===== src/rtl/l2_arbiter.sv =====
// l2_arbiter
// Arbitrates one shared L2 line port between the I-cache (read-only) and the
// D-cache (read or writeback). One transaction is in flight at a time. On a tie
// the side that was not granted last wins. Address and D read/write type are
// captured at grant time. Completion is signalled combinationally from l2_resp.
//
// Ports
//   clk, reset                   clock, asynchronous active-low reset
//   i_read, i_address            I-cache line-read request (held until i_resp)
//   i_rdata, i_resp              line returned to I-cache, completion pulse
//   d_read, d_write, d_address   D-cache line request (held until d_resp)
//   d_wdata                      D-cache writeback line
//   d_rdata, d_resp              line returned to D-cache, completion pulse
//   l2_read, l2_write            downstream strobes
//   l2_address, l2_wdata         downstream address and write line
//   l2_rdata, l2_resp            downstream returned line, completion pulse
//   i_grants, d_grants           saturating grant counters
module l2_arbiter #(
  parameter int ADDR_W = 32,
  parameter int LINE_W = 256
) (
  input  logic              clk,
  input  logic              reset,
  input  logic              i_read,
  input  logic [ADDR_W-1:0] i_address,
  output logic [LINE_W-1:0] i_rdata,
  output logic              i_resp,
  input  logic              d_read,
  input  logic              d_write,
  input  logic [ADDR_W-1:0] d_address,
  input  logic [LINE_W-1:0] d_wdata,
  output logic [LINE_W-1:0] d_rdata,
  output logic              d_resp,
  output logic              l2_read,
  output logic              l2_write,
  output logic [ADDR_W-1:0] l2_address,
  output logic [LINE_W-1:0] l2_wdata,
  input  logic [LINE_W-1:0] l2_rdata,
  input  logic              l2_resp,
  output logic [15:0]       i_grants,
  output logic [15:0]       d_grants
);

  typedef enum logic [1:0] {IDLE, SERVE_I, SERVE_D} state_e;
  typedef enum logic {GNT_I, GNT_D} side_e;

  state_e            state_q;
  side_e             last_grant_q;
  logic [ADDR_W-1:0] addr_q;
  logic              l2_read_q;
  logic              l2_write_q;
  logic [15:0]       i_grants_q, i_grants_d;
  logic [15:0]       d_grants_q, d_grants_d;

  logic i_req, d_req, grant_i, grant_d;

  function automatic logic [15:0] sat_inc(input logic [15:0] v);
    return (v == 16'hFFFF) ? v : v + 16'd1;
  endfunction

  assign i_req = i_read;
  assign d_req = d_read | d_write;

  // D wins a tie only if I was granted last; grants only happen from IDLE.
  assign grant_d = (state_q == IDLE) && d_req && (!i_req || (last_grant_q == GNT_I));
  assign grant_i = (state_q == IDLE) && i_req && !grant_d;

  assign i_grants_d = grant_i ? sat_inc(i_grants_q) : i_grants_q;
  assign d_grants_d = grant_d ? sat_inc(d_grants_q) : d_grants_q;

  always_ff @(posedge clk or negedge reset) begin
    if (!reset) begin
      state_q      <= IDLE;
      last_grant_q <= GNT_I;
      addr_q       <= '0;
      l2_read_q    <= 1'b0;
      l2_write_q   <= 1'b0;
      i_grants_q   <= '0;
      d_grants_q   <= '0;
    end else begin
      i_grants_q <= i_grants_d;
      d_grants_q <= d_grants_d;
      case (state_q)
        IDLE: begin
          // l2_resp arriving here is stray and deliberately ignored.
          if (grant_d) begin
            state_q      <= SERVE_D;
            last_grant_q <= GNT_D;
            addr_q       <= d_address;
            l2_read_q    <= d_read;
            l2_write_q   <= d_write;
          end else if (grant_i) begin
            state_q      <= SERVE_I;
            last_grant_q <= GNT_I;
            addr_q       <= i_address;
            l2_read_q    <= 1'b1;
            l2_write_q   <= 1'b0;
          end
        end
        SERVE_I, SERVE_D: begin
          // Requester input is not looked at: only l2_resp ends a transaction.
          if (l2_resp) begin
            state_q    <= IDLE;
            l2_read_q  <= 1'b0;
            l2_write_q <= 1'b0;
          end
        end
        default: begin
          state_q    <= IDLE;
          l2_read_q  <= 1'b0;
          l2_write_q <= 1'b0;
        end
      endcase
    end
  end

  assign l2_read    = l2_read_q;
  assign l2_write   = l2_write_q;
  assign l2_address = addr_q;
  assign l2_wdata   = d_wdata;
  assign i_rdata    = l2_rdata;
  assign d_rdata    = l2_rdata;
  assign i_resp     = (state_q == SERVE_I) && l2_resp;
  assign d_resp     = (state_q == SERVE_D) && l2_resp;
  assign i_grants   = i_grants_q;
  assign d_grants   = d_grants_q;

endmodule

===== config.mk =====
export PLATFORM = sky130hd
export DESIGN_NAME = l2_arbiter
export DESIGN_NICKNAME = d
export VERILOG_FILES = /design/src/rtl/l2_arbiter.sv
export SDC_FILE = /design/constraint.sdc
export NUM_CORES = 1
export LEC_CHECK = 0
export ABC_CLOCK_PERIOD_IN_PS = 2400
export CORE_AREA = 3 3 548 550
export CTS_CLUSTER_SIZE = 10
export DETAILED_ROUTE_END_ITERATION = 8
export DIE_AREA = 0 0 551 553
export GPL_ROUTABILITY_DRIVEN = 0
export PLACE_DENSITY = 0.3
export SLEW_MARGIN = 20
export SYNTH_ARGS = -nofsm -noshare
export SYNTH_HDL_FRONTEND = slang
export SYNTH_SLANG_ARGS = --single-unit

===== constraint.sdc =====
create_clock -name clk -period 2.4 [get_ports clk]
set_input_delay 0.48 -clock clk [delete_from_list [all_inputs] [get_ports clk]]
set_output_delay 0.48 -clock clk [all_outputs]
set_load 0.01 [all_outputs]

# Word-level counts from Yosys, hierarchy flattened
# Cells that the tools add are included.
# classes
n_eq_ne,6
addsub,2
n_mux,14
reduce_logical,16
n_bitwise,4
# ops
operator,n
$mux W32,2
$add A16 B1 Y16 const B,2
$eq A16 B16 Y1 const B,2
$reduce_and A2 Y1,4
$logic_and A1 B1 Y1,6
$mux W1,6
$mux W2,3
$pmux W1 S2,2
$pmux W2 S2,1
$ne A3 B3 Y1 const B,1
$not A1 Y1,3
$eq A2 B1 Y1 const B,1
$eq A2 B2 Y1 const B,1
$logic_not A1 Y1,2
$logic_not A2 Y1,1
$ne A2 B2 Y1 const B,1
$reduce_bool A2 Y1,1
$reduce_or A2 Y1,1
$logic_or A1 B1 Y1,1
$or A1 B1 Y1,1
# totals
register_bits,69
elab_cells,49
in_bits,582
out_inout_bits,836

# Depth between registers and ports, before layout
# depth
ltp_word,8
mapped_depth,8
mapped_depth_nobuf,6

# Worst setup path after synthesis
# Ideal clock, no wire load.
# synth_timing
path_kind,register -> register
startpoint,"reg d_grants_q[0], in the netlist d_grants[0]"
endpoint,"reg d_grants_q[14], in the netlist d_grants[14]"
stages_incl_launch_ff,6
slack_ps,564
t_arrival_ps,1712
synth_period_minus_slack_ps,1836
t_required_ps,2275
cell_sequence,dfrtp_1 ha_1 and4_2 nand3_1 nor4_1 mux2_2
# synth_via
elab_chain_cells,3
word_cells_on_any_way,4
cone_classes,add/sub: 1; eq/ne: 1; bitwise: 1; reduce/logical: 1
# synth_lines
element,line,text
"start, declared",53,"logic [15:0] d_grants_q, d_grants_d;"
"start signal, assigned",82,d_grants_q <= d_grants_d;
branches (longest 3 deep; another with $add A16 B1 Y16),n/a,
# Several ways; the timed one is not identified.
# A chain may end at the register's enable or synchronous reset.

# Worst setup path in the final report
# layout_timing
startpoint,"reg addr_q[9], in the netlist l2_address[9]"
endpoint,out l2_address[9]
# layout_lines
element,line,text
"start, declared",49,logic [ADDR_W-1:0] addr_q;
"start signal, assigned",89,addr_q <= d_address;
"start signal, assigned",95,addr_q <= i_address;
"end, declared",36,"output logic [ADDR_W-1:0] l2_address,"
# No word-level cell between the ends.

==> results.cfg <==
[logic_synthesis]
syn_inst = 1085
syn_area_sq_um = 9100
synth_edf_count = 0
synthFlopType = dfrtp_1
netlist_top_cells_area = buf_4 (63%), dfrtp_1 (19%), mux2i_1 (3.6%), o21ai_0 (2.0%), nand2_1 (1.8%)
post_synth.cell_area_avg_sq_um = 8.39
synthesis.nets = 1673
yosys.cell_types.count = 37
yosys_register_bits = 69
synth-seq-area-share_pct = 19.0
ys_warn_count = 0
synth_top_area_share_pct = 63.3
yosysTopAreaCell = buf_4
async_reset_ff_share_pct = 100

[timing]
finalSetupViolCount = 0
fin_crit_sh_pct = 92.3
fin_skew_ns = 0.00734
hold_violations = 0
fin_ws_ns = 0.186
slew_violations = 0
maxSlewHeadroom_pct = 61.0
max_freq_ghz = 0.452
rsz0062_at_grt = no
period_needed_ns = 2.21
worst_pin_slew_ns = 0.583

[placed_design]
port_buffers = 137
dpl.hpwl_microns = 145000
place_ws_ns = -0.113
dp_cells = 4401

[clocking]
clk_latency_ns = 0.38
cts.clk_slew.worst_paths_ns = 0.07
numClockSinks = 69
cts_tree = yes
cts_max_level = 3
postCtsSetupBuffers = 0
cts.path.max_buffers = 2
cts_made_buffers = 9
clk_root_buffer_cell = clkbuf_16
cts_hold_buffers = 0

[detailed_routing]
antenna_left = 0
first_pass_iters = 4
wire_per_inst_microns = 34.4
post_drt_via_cell_ratio = 1.06
postRouteWirelength_microns = 152000
drt_iter0_markers = 227
via_count = 4674
drc = 0

[finish]
fin_cells = 4419
drive_gt1_share_pct = 12.8
fin_util_pct = 3.41
areaGrowthSynthToFinish_pct = 11.0
nFillCells = 35400
nNetsFinal = 1061

[power_and_ir_drop]
power_density_nw_per_um2 = 711
ir_drop_uv = 261
power.total_mw = 7.18
power_leakage_nw = 2.49

[critical_path]
crit_family = buffers and inverters
critPathSlowestCell = clkdlybuf4s50_1
crit_path_start_kind = register
path_cells = clkdlybuf4s50_1
end_kind = primary output
worst-path-buf-inv = 1
r2r_slack_ns = 0.37
critPathKind = register to primary output
slowest_delay_ns = 0.87
worstPathRequired_ns = 1.92
worst-endpoint-arrival_ns = 1.73
crit_fanout = 2

[grt]
track_usage_pct = 9.53
grt_max_degree = 41
antenna_found_initial = 3
grt_overflow = 0
grt_first_pass_wirelength_microns = 164000
grt_pass1_vias = 4884

[floorplan]
pin_count = 1418
core-area_sq_um = 296000
floorplan.initialDensity_pct = 3.07
fp-row-count = 200
die_w_microns = 551
die-area_sq_um = 305000
die_h_microns = 553

[outcome]
status = completed

[flow_run]
drv_cap = 0

[worst_hold_path]
hold_path.class = primary input to asynchronous set/reset pin
==> cells in the final DEF, fill, tap and decap left out, types with 9 or more instances in the layout <==
master and count:
buf_4 28, clkbuf_16 9, clkdlybuf4s50_1 119, dfrtp_1 69, mux2i_1 33, nand2_1 44
nand4_1 12, nor3_1 11, o21ai_0 37, xor2_1 17
==> timing repair <==
| action | 4_1_cts | 5_1_grt |
|---|---|---|
| gates resized for setup | 2 | 1 |
| cloned | 0 | 0 |
| setup endpoints to repair | 2 | 1 |
==> path summary, 6_finish.rpt <==
| kind | from | to | cells after the start |
|---|---|---|---|
| setup reg to reg | d_grants[0] | d_grants[2] | 5 |
| hold reg to reg | l2_address[4] | l2_address[4] | 2 |
| min in group clk | l2_address[4] | l2_address[4] | 2 |
| hold / removal | reset | i_grants[0] | 1 |
| max in group asynchronous | reset | l2_address[13] | 2 |
| setup / recovery | l2_address[9] | l2_address[9] | 1 |
==> power by group <==
part           switching [mW]  internal [mW]
Sequential              0.527           1.57
Clock                   0.672          0.805
Combinational            2.22           1.38
==> metrics by stage <==
stage                     setup TNS [ns]  hold slack (ns)  cell area (sq um)
after floorplan                        0            0.184               9100
after global placement            -0.810            0.477               9800
after detailed placement           -1.21            0.476               9800
after CTS                              0           0.0186              10100
after global routing                   0           0.0276              10100
final                                  0           0.0170              10100
==> registers in the layout, summed over array words and instances, names as in the netlist <==
name,flops
last_grant_q,1
state_q,2
d_grants,16
i_grants,16
l2_write,1
l2_address,32
l2_read,1
==> cells in the mapped netlist (all sizes together), types with 3 or more instances <==
cell,count
and2,3
buf,773
ha,6
nor3,11
and4,5
a21oi,6
inv,5
mux2,5
mux2i,33
nand4,12
nand2,45
nand3,7
xnor2,7
nor3b,4
nor2,6
o21ai,40
dfrtp,69
nor4,5
clkbuf,7
and3,7
xor2,17
==> final cells by class <==
class | instances | area [sq um] | share of cell area (%)
Tap cell | 3939 | 4930 | 48.8
Sequential cell | 69 | 1730 | 17.1
Timing Repair Buffer | 157 | 1570 | 15.6
Multi-Input combinational cell | 231 | 1560 | 15.4
Clock buffer | 10 | 229 | 2.27
Clock inverter | 6 | 63.8 | 0.632
Inverter | 5 | 18.8 | 0.186
Antenna cell | 2 | 5.00 | 0.0495
==> per-layer routing <==
layer	up-vias	track usage (%)	part of all wire, %
met1	1730	2.70	9.9
met3	313	19.4	44
met2	1173	13.3	40
met4	14	5.40	5.9
li1	1444	-	-
met5	-	1.57	0.46
==> kinds of logic after synthesis <==
family / share of synthesized area, %
buf+inv: 64.1
simple gates: 6.42
flops: 19.0
compound gates: 3.15
mux: 4.25
xor+xnor: 2.31
fa+ha+maj: 0.824
==> worst reg2reg max path, stage by stage, from the launching register on <==
cell and delay [ns]:
dfrtp_1 0.46, ha_1 0.29, nand4_1 0.10, or4_1 0.73, and3_1 0.27, a21oi_1 0.13
Note: power is estimated with default switching activity, not from simulation.
